==> config.mk <==
export PLATFORM = sky130hd
export DESIGN_NAME = sort_seq_ctrl
export DESIGN_NICKNAME = d
export VERILOG_FILES = /design/src/rtl/sort_seq_ctrl.sv
export SDC_FILE = /design/constraint.sdc
export NUM_CORES = 1
export LEC_CHECK = 0
export CAP_MARGIN = 10
export CELL_PAD_IN_SITES_DETAIL_PLACEMENT = 1
export CELL_PAD_IN_SITES_GLOBAL_PLACEMENT = 2
export CORE_AREA = 5 5 410 412
export DETAILED_ROUTE_END_ITERATION = 10
export DIE_AREA = 0 0 415 417
export HOLD_SLACK_MARGIN = 0.08
export PLACE_DENSITY_LB_ADDON = 0.1
export RECOVER_POWER = 50
export SLEW_MARGIN = 20
export SYNTH_ARGS = -nofsm -noshare
export SYNTH_HDL_FRONTEND = slang
export SYNTH_SLANG_ARGS = --single-unit
==> constraint.sdc <==
create_clock -name clk -period 20.5 [get_ports clk]
set_input_delay 6.15 -clock clk [delete_from_list [all_inputs] [get_ports clk]]
set_output_delay 6.15 -clock clk [all_outputs]
set_load 0.02 [all_outputs]
==> src/rtl/sort_seq_ctrl.sv <==
`default_nettype none
// ============================================================================
// Module   : sort_seq_ctrl
// Purpose  : Flow controller between UART RX buffer, bitonic sorter and UART
//            TX buffer; tracks delivered, dropped and timed-out sequences.
// Revision : 1.0
// ============================================================================
module sort_seq_ctrl #(
    parameter int WIDTH       = 32,
    parameter int DEPTH       = 8,
    parameter int NUM_SEQ     = 10,
    parameter int TIMEOUT_CYC = 256
) (
    input  logic                           clk,
    input  logic                           rst,
    input  logic                           in_valid_i,
    input  logic [WIDTH*DEPTH-1:0]         in_array_i,
    output logic                           in_ready_o,
    output logic                           sort_start_o,
    output logic [WIDTH*DEPTH-1:0]         sort_array_o,
    input  logic                           sort_done_i,
    input  logic [WIDTH*DEPTH-1:0]         sort_result_i,
    input  logic                           tx_full_i,
    output logic                           tx_load_o,
    output logic [WIDTH*DEPTH-1:0]         tx_array_o,
    output logic                           busy_o,
    output logic [$clog2(NUM_SEQ+1)-1:0]   seq_count_o,
    output logic                           batch_done_o,
    output logic [7:0]                     drop_count_o,
    output logic                           timeout_err_o
);

    localparam int c_SEQ_W = $clog2(NUM_SEQ + 1);
    localparam int c_TMO_W = (TIMEOUT_CYC > 1) ? $clog2(TIMEOUT_CYC) : 1;
    localparam logic [c_SEQ_W-1:0] c_SEQ_LAST = c_SEQ_W'(NUM_SEQ - 1);
    localparam logic [c_SEQ_W-1:0] c_SEQ_ONE  = c_SEQ_W'(1);
    localparam logic [c_TMO_W-1:0] c_TMO_LAST = c_TMO_W'(TIMEOUT_CYC - 1);
    localparam logic [c_TMO_W-1:0] c_TMO_ONE  = c_TMO_W'(1);

    typedef enum logic [2:0] {
        S_IDLE    = 3'd0,
        S_WAIT_TX = 3'd1,
        S_START   = 3'd2,
        S_SORTING = 3'd3,
        S_DELIVER = 3'd4
    } state_t;

    state_t                   state_q, state_d;
    logic [WIDTH*DEPTH-1:0]   hold_q, hold_d;
    logic [WIDTH*DEPTH-1:0]   tx_array_q, tx_array_d;
    logic [c_TMO_W-1:0]       tmo_q, tmo_d;
    logic [c_SEQ_W-1:0]       seq_q, seq_d;
    logic [7:0]               drop_q, drop_d;
    logic                     terr_q, terr_d;

    // in_ready is forced low while reset is held so no capture is advertised
    assign in_ready_o    = (state_q == S_IDLE) && !rst;
    assign busy_o        = (state_q != S_IDLE);
    assign sort_array_o  = hold_q;
    assign tx_array_o    = tx_array_q;
    assign seq_count_o   = seq_q;
    assign drop_count_o  = drop_q;
    assign timeout_err_o = terr_q;

    always_comb begin
        state_d      = state_q;
        hold_d       = hold_q;
        tx_array_d   = tx_array_q;
        tmo_d        = tmo_q;
        seq_d        = seq_q;
        drop_d       = drop_q;
        terr_d       = terr_q;
        sort_start_o = 1'b0;
        tx_load_o    = 1'b0;
        batch_done_o = 1'b0;

        if (in_valid_i && !in_ready_o && (drop_q != 8'hFF)) begin
            drop_d = drop_q + 8'd1;
        end

        case (state_q)
            S_IDLE: begin
                if (in_valid_i) begin
                    hold_d  = in_array_i;
                    state_d = tx_full_i ? S_WAIT_TX : S_START;
                end
            end
            S_WAIT_TX: begin
                if (!tx_full_i) begin
                    state_d = S_START;
                end
            end
            S_START: begin
                sort_start_o = 1'b1;
                tmo_d        = '0;
                state_d      = S_SORTING;
            end
            S_SORTING: begin
                tmo_d = tmo_q + c_TMO_ONE;
                // A result arriving on the last allowed cycle still counts
                if (sort_done_i) begin
                    tx_array_d = sort_result_i;
                    state_d    = S_DELIVER;
                end else if (tmo_q == c_TMO_LAST) begin
                    terr_d  = 1'b1;
                    state_d = S_IDLE;
                end
            end
            S_DELIVER: begin
                tx_load_o = 1'b1;
                if (seq_q == c_SEQ_LAST) begin
                    seq_d        = '0;
                    batch_done_o = 1'b1;
                end else begin
                    seq_d = seq_q + c_SEQ_ONE;
                end
                state_d = S_IDLE;
            end
            default: begin
                state_d = S_IDLE;
            end
        endcase
    end

    always_ff @(posedge clk or posedge rst) begin
        if (rst) begin
            state_q    <= S_IDLE;
            hold_q     <= '0;
            tx_array_q <= '0;
            tmo_q      <= '0;
            seq_q      <= '0;
            drop_q     <= '0;
            terr_q     <= 1'b0;
        end else begin
            state_q    <= state_d;
            hold_q     <= hold_d;
            tx_array_q <= tx_array_d;
            tmo_q      <= tmo_d;
            seq_q      <= seq_d;
            drop_q     <= drop_d;
            terr_q     <= terr_d;
        end
    end

endmodule
`default_nettype wire
==> results of run 1 <==
critical path, stage by stage:
cell and delay (ns):
dlygate4sd3_1 0.64, inv_1 0.16, nor2_8 0.12, clkbuf_1 5.30
buf_4 1.30, buf_4 0.90, mux2_4 0.35
sequential cells by signal, indices dropped and copies added, names as in the netlist:
signal / flops
timeout_err_o: 1
state_q: 3
sort_array_o: 256
tmo_q: 8
seq_count_o: 4
tx_array_o: 256
drop_count_o: 8
routing by layer:
metal	GRT usage [%]	wire length (um)
met2	24.6	63300
met4	2.70	2370
met5	0	25
met1	12.5	38300
met3	3.98	6900
cells in the mapped netlist (all sizes together) (2+ instances only):
cell type    n
nand2b       4
mux2i        5
o41ai        2
and3         4
nor2         9
a21oi        6
buf         58
ha           2
o21ai       11
nand3       10
dfrtp      536
and2         2
or4          2
nor3         3
and4         2
inv          9
mux2       514
or3          2
xnor2        3
nand2       20
xor2         2
clkbuf       2
power groups by stage:
stage                     combinational [mW]  sequential [mW]  clock, mW
final                                   2.91             1.90       1.38
after global routing                    3.07             1.98       1.50
after CTS                               3.27             1.95       1.46
after detailed placement                3.26             1.95          0
after global placement                  3.25             1.94          0
after floorplan                         1.01             2.54          0
metrics by stage:
stage / setup slack [ns] / area [sq um] / std cells / power [mW] / hold slack, ns
CTS: 6.50 / 36700 / 4544 / 6.68 / 0.494
global route: 5.20 / 36300 / 4546 / 6.55 / 0.493
finish: 5.93 / 36300 / 4553 / 6.20 / 0.480
detailed placement: 6.51 / 34100 / 4403 / 5.21 / 0.467
global placement: 6.50 / 34100 / 4403 / 5.19 / 0.457
floorplan: 7.06 / 21600 / 1214 / 3.55 / 0.486
layout make-up:
type	instances	area [sq um]	share of cell area (%)
repair buffers	1060	10600	29.2
inverters	9	35.0	0.0965
diodes	9	22.5	0.0621
multi-input cells	609	6880	19.0
clock inverters	15	190	0.524
flip-flops and latches	536	13400	37.0
well taps	2189	2740	7.55
clock buffers	126	2420	6.66
cells by family (layout without fill, tap and decap cells):
logic type	Yosys count	count (layout)	share of synthesized area, %
mux	519	519	31.2
compound gates	21	21	0.549
simple gates	62	62	1.58
buf+inv	69	1210	4.40
other cells	0	9	0
xor+xnor	5	5	0.202
fa+ha+maj	2	2	0.116
flops	536	536	62.0
worst max-delay path by stage:
stage               cells past startpoint  startpoint                             to
finish                                  7  in_valid_i  sort_array_o[128]$_DFFE_PP0P_
global route                            7  in_valid_i  sort_array_o[106]$_DFFE_PP0P_
CTS                                     4         rst                     in_ready_o
detailed placement                      4         rst                     in_ready_o
global placement                        4         rst                     in_ready_o
floorplan                               1         rst    drop_count_o[0]$_DFFE_PP0P_
==> impl_results.md, run 1 <==
* Status: complete, but fails checks
* Failing checks: max-capacitance violations, max-slew violations
* Synth cell types at 37
* Setup TNS at 0 ns
* Sw frac at 38.2%
* Post-synth ARST share at 100%
* First-pass GRT wire length at 151 mm
* Die W at 415 um
* TritonCTS clock tree: done
* Drt first pass iters at 4
* Global Route Usage Sum at 12.4%
* Reg2reg start: state_q[0]$_DFFE_PP0P_
* Overflow after GRT at 0
* Synthesized flop and latch total at 536
* Vias in the first global route at 16900
* CP Class: input pin to register
* Worst Path Arrival at 15.10 ns
* Reg power frac at 30.7%
* Synthesized area at 0.0216 sq mm
* Post-route ant nets at 0
* Ranking of synthesized cells by area: dfrtp_1, mux2_4, mux2_2
* CTS Buffer Depth at 3
* Avg Inst Size Synth at 17.8 sq um
* Vias per cell at 3.26
* Leakage power at 14.7 nW
* Htree depth at 3
* Worst hold path type: register to register
* Final hold violation count at 0
* CTS Buf Count at 80
* I/O pin cnt at 1047
* Layout cell share with drive strength beyond 1 at 23.1%
* Core area at 0.164 sq mm
* CTS Hold Bufs at 0
* Hold Path Cell Cnt at 1
* Largest net degree at the start of global routing at 155
* Worst-skew pair later-pin latency at 0.65 ns
* DP HPWL at 87.4 mm
* CP max FO at 114
* Slew Limit Fails at 318
* # Post-CTS Setup Buffers at 0
* Power Density at 171 mW/mm^2
* DRC Markers at 0
* Fmax at 68.6 MHz
* Setup Skew at 0.0209 ns
* Post_cts resized at 0
* Starting density of the core at 13.2%
* Die span in y at 417 um
* Worst hold endpoint: sort_array_o[7]$_DFFE_PP0P_
* Root buffer cell: clkbuf_16
* Clock sink total at 536
* Relative slew slack at -414%
* Worst setup EP type: register
* Final period utilization at 71.1%
* Synth-to-layout area growth at 67.7%
* Critical Path Source Type: input pin
* FILL cells at 18000
* Post-synth top area share at 62.0%
* Register area share after synthesis at 62.0%
* Tmin final at 14.57 ns
* Fin util at 22.1%
* Reg2Reg Setup Slack at 11.28 ns
* Commonest non-fill, non-tap cells in the layout: clkdlybuf4s50_1, dfrtp_1, dlygate4sd3_1, mux2_2, mux2_4
* Synth Instances at 1214
* WL per Instance at 24.4 um
* Die ar. at 0.173 sq mm
* Combinational share of power at 47.0%
* Slew at the pin closest to its max-slew limit at 7.71 ns
* IO buf count at 1046
* Initial antenna violation count at 27
* Final weighted congestion in routability-driven placement at 0.792
* Max Cap Viol at 5
* HP Start: sort_array_o[7]$_DFFE_PP0P_
* Final net count at 2815
* Yosys Warn Count at 0
* Final setup fails at 0
* Top cell type by total area after synthesis: dfrtp_1
* Net Sw Power at 2.37 mW
* Iteration-0 DRC Markers at 475
* Post-synth EDFFs at 0
* Reg2reg end: sort_array_o[128]$_DFFE_PP0P_
* Clk pwr share at 22.3%
* Worst EP required at 21.03 ns
* Drt total wl at 111 mm
* RSZ-0062 raised after global routing: no
* Vias at 14900
* Cell Rows at 149
* Peak supply drop at 51.8 uV
* Register-to-Register Path Depth at 6
* Internal power at 3.83 mW
* Most common cell after layout, fill and taps aside: clkdlybuf4s50_1
* Syn_nets at 1733
* Clock transition at the registers of the reported paths at 0.05 ns
* Synth Flop Type: dfrtp_1
Power figures use the tool's default switching activity.
==> run 2, diff against run 1 <==
==> constraint.sdc (replaced) <==
create_clock -name clk -period 12.32 [get_ports clk]
set_input_delay 3.696 -clock clk [delete_from_list [all_inputs] [get_ports clk]]
set_output_delay 3.696 -clock clk [all_outputs]
set_load 0.02 [all_outputs]
==> run 2 against run 1 <==
  * Routed wire length grew 0.58%
  * Clock power grew 68%
  * Largest cell class unchanged
  * Critical path type is now input pin to output port
  * Clock skew grew 0.0071 ns
  * Hold slack lost 0.0089 ns
  * Power grew 69%
  * The run still ends with max-capacitance violations, max-slew violations left
  * Final cell count grew 0.24%
  * Sequential cell count is the same
  * Sequential share of layout area shrank 0.33 points
  * Non-clock buffer count shrank 2
  * First-iteration DRC count shrank 0.63%
  * Highest routed layer unchanged
==> impl_results.md, run 2 (synthesized netlist as in run 1, its figures left out) <==
* Htree depth at 3 (unchanged)
* Reg2Reg Setup Slack at 6.58 ns (was 11.28 ns)
* TritonCTS clock tree: done (unchanged)
* Post_cts resized at 0 (unchanged)
* Drt first pass iters at 4 (unchanged)
* Relative slew slack at -171% (was -414%)
* Worst Slack Setup Final at 3.17 ns (was 5.93 ns)
* First-pass GRT wire length at 150 mm (was 151 mm)
* Iteration-0 DRC Markers at 472 (was 475)
* Final hold violation count at 0 (unchanged)
* Clock sink total at 536 (unchanged)
* Worst-skew pair later-pin latency at 0.65 ns (about the same)
* Commonest non-fill, non-tap cells in the layout: clkdlybuf4s50_1, dfrtp_1, dlygate4sd3_1, mux2_2, mux2_4 (unchanged)
* Setup TNS at 0 ns (unchanged)
* Post-route ant nets at 0 (unchanged)
* CTS Buf Count at 79 (was 80)
* Fin util at 22.3% (was 22.1%)
* Slew Limit Fails at 262 (was 318)
* Reg2reg start: state_q[0]$_DFFE_PP0P_ (unchanged)
* Synth-to-layout area growth at 69.2% (was 67.7%)
* Initial antenna violation count at 43 (was 27)
* CTS Buffer Depth at 3 (unchanged)
* Core area at 0.164 sq mm (unchanged)
* Worst EP required at 8.62 ns (was 21.03 ns)
* Worst setup EP type: output port (was register)
* Drt total wl at 112 mm (was 111 mm)
* Setup Skew at 0.0280 ns (was 0.0209 ns)
* Final net count at 2812 (was 2815)
* CP max stage delay at 0.61 ns (was 5.30 ns)
* Worst-path cell chain: dlygate4sd3_1 -> or4_1 -> inv_1 -> clkdlybuf4s50_1 (was dlygate4sd3_1 -> inv_1 -> nor2_8 -> clkbuf_1 -> buf_4 -> buf_4 -> mux2_4)
* Area post-placement at 0.0341 sq mm (about the same)
* Cell Rows at 149 (unchanged)
* Die span in y at 417 um (unchanged)
* Max Cap Viol at 4 (was 5)
* Tmin final at 9.15 ns
* Vias at 14900 (about the same)
* Overflow after GRT at 0 (unchanged)
* RSZ-0062 raised after global routing: no (unchanged)
* Fmax at 109 MHz
* Design area at 0.0366 sq mm (was 0.0363 sq mm)
* Vias in the first global route at 16900 (about the same)
* DRC Markers at 0 (unchanged)
* IO buf count at 1046 (unchanged)
* Pre-CTS setup slack at 3.25 ns (was 6.51 ns)
* CP Class: input pin to output port (was input pin to register)
* Worst hold path type: register to register (unchanged)
* Power Density at 286 mW/mm^2 (was 171 mW/mm^2)
* Leakage power at 15.0 nW (was 14.7 nW)
* DP HPWL at 86.9 mm (was 87.4 mm)
* Die W at 415 um (unchanged)
* Critical Path Source Type: input pin (unchanged)
* Most common cell after layout, fill and taps aside: clkdlybuf4s50_1 (unchanged)
* Die ar. at 0.173 sq mm (unchanged)
* Slew at the pin closest to its max-slew limit at 4.06 ns (was 7.71 ns)
* Clock transition at the registers of the reported paths at 0.06 ns (was 0.05 ns)
* Peak supply drop at 97.2 uV (was 51.8 uV)
* Worst Path Arrival at 5.46 ns (was 15.10 ns)
* CTS Hold Bufs at 0 (unchanged)
* Layout cell share with drive strength beyond 1 at 27.1% (was 23.1%)
* Area of the multi-input gates at 0.00715 sq mm (was 0.00688 sq mm)
* Final period utilization at 74.3%
* Largest net degree at the start of global routing at 152 (was 155)
* Crit path launch: rst (was in_valid_i)
* Register-to-Register Path Depth at 5 (was 6)
* Starting density of the core at 13.2% (unchanged)
* Failing checks: max-capacitance violations, max-slew violations (unchanged)
* I/O pin cnt at 1047 (unchanged)
* Final weighted congestion in routability-driven placement at 0.787 (was 0.792)
* Root buffer cell: clkbuf_16 (unchanged)
* CP max FO at 3 (was 114)
* # Post-CTS Setup Buffers at 0 (unchanged)
* CP max-delay cell: clkdlybuf4s50_1 (was clkbuf_1)
* Status: complete, but fails checks (unchanged)
* Global Route Usage Sum at 12.4% (about the same)
* FILL cells at 18000 (about the same)
* Register Area at 0.0134 sq mm (unchanged)
* WL per Instance at 24.5 um (was 24.4 um)
* Vias per cell at 3.27 (was 3.26)
* Reg2reg end: sort_array_o[101]$_DFFE_PP0P_ (was sort_array_o[128]$_DFFE_PP0P_)
* Final setup fails at 0 (unchanged)
* Setup crit end: in_ready_o (was sort_array_o[128]$_DFFE_PP0P_)
run 2: changes by cell type in the layout (fill, tap and decap cells not counted), sizes merged:
cell / change
clkinvlp: -1
dlygate4sd3: +32
diode: +15
bufinv: +2
clkdlybuf4s50: -32
buf: -1
clkbuf: -5
inv: +1
run 2: layout make-up:
class                   count  area share, %
flip-flops and latches    536           36.6
repair buffers           1058           29.0
multi-input cells         609           19.5
well taps                2189           7.48
clock buffers             122           6.45
clock inverters            17          0.677
diodes                     24          0.164
inverters                   9         0.0957
run 2: stage by stage:
stage               power, mW  hold WS [ns]  cells
floorplan                5.91         0.486   1214
global placement         8.63         0.458   4401
detailed placement       8.66         0.469   4401
CTS                      11.1         0.493   4540
global route             11.0         0.507   4563
finish                   10.5         0.471   4564
run 2: critical path: cells and delay by family:
family	cells	cell delay, ns
buf+inv	3	1.29
simple gates	1	0.48
run 2: worst min path at each step:
stage	from	end	slack [ns]	cells past startpoint
after global routing	timeout_err_o$_DFFE_PP0P_	timeout_err_o$_DFFE_PP0P_	0.51	2
after global placement	timeout_err_o$_DFFE_PP0P_	timeout_err_o$_DFFE_PP0P_	0.46	2
after CTS	timeout_err_o$_DFFE_PP0P_	timeout_err_o$_DFFE_PP0P_	0.49	2
after floorplan	tmo_q[6]$_DFFE_PP0P_	tmo_q[6]$_DFFE_PP0P_	0.49	2
after detailed placement	timeout_err_o$_DFFE_PP0P_	timeout_err_o$_DFFE_PP0P_	0.47	2
final	timeout_err_o$_DFFE_PP0P_	timeout_err_o$_DFFE_PP0P_	0.47	2
run 2: metal layers:
layer  vias up  share of wire, %  wire length (um)  GRT usage, %
li1       6481                 -                 -             -
met1      7705                34             37900          12.2
met2       555                56             62300          23.3
met3       164               6.4              7130          4.03
met4         6               3.7              4180          5.78
met5         -             0.030                34             0
run 2: where the power goes:
part / internal (mW) / switching, mW / leakage [nW] / total [mW]
clock network: 1.40 / 0.916 / 1.28 / 2.32
logic: 2.42 / 2.54 / 7.31 / 4.97
registers: 2.66 / 0.518 / 6.37 / 3.18
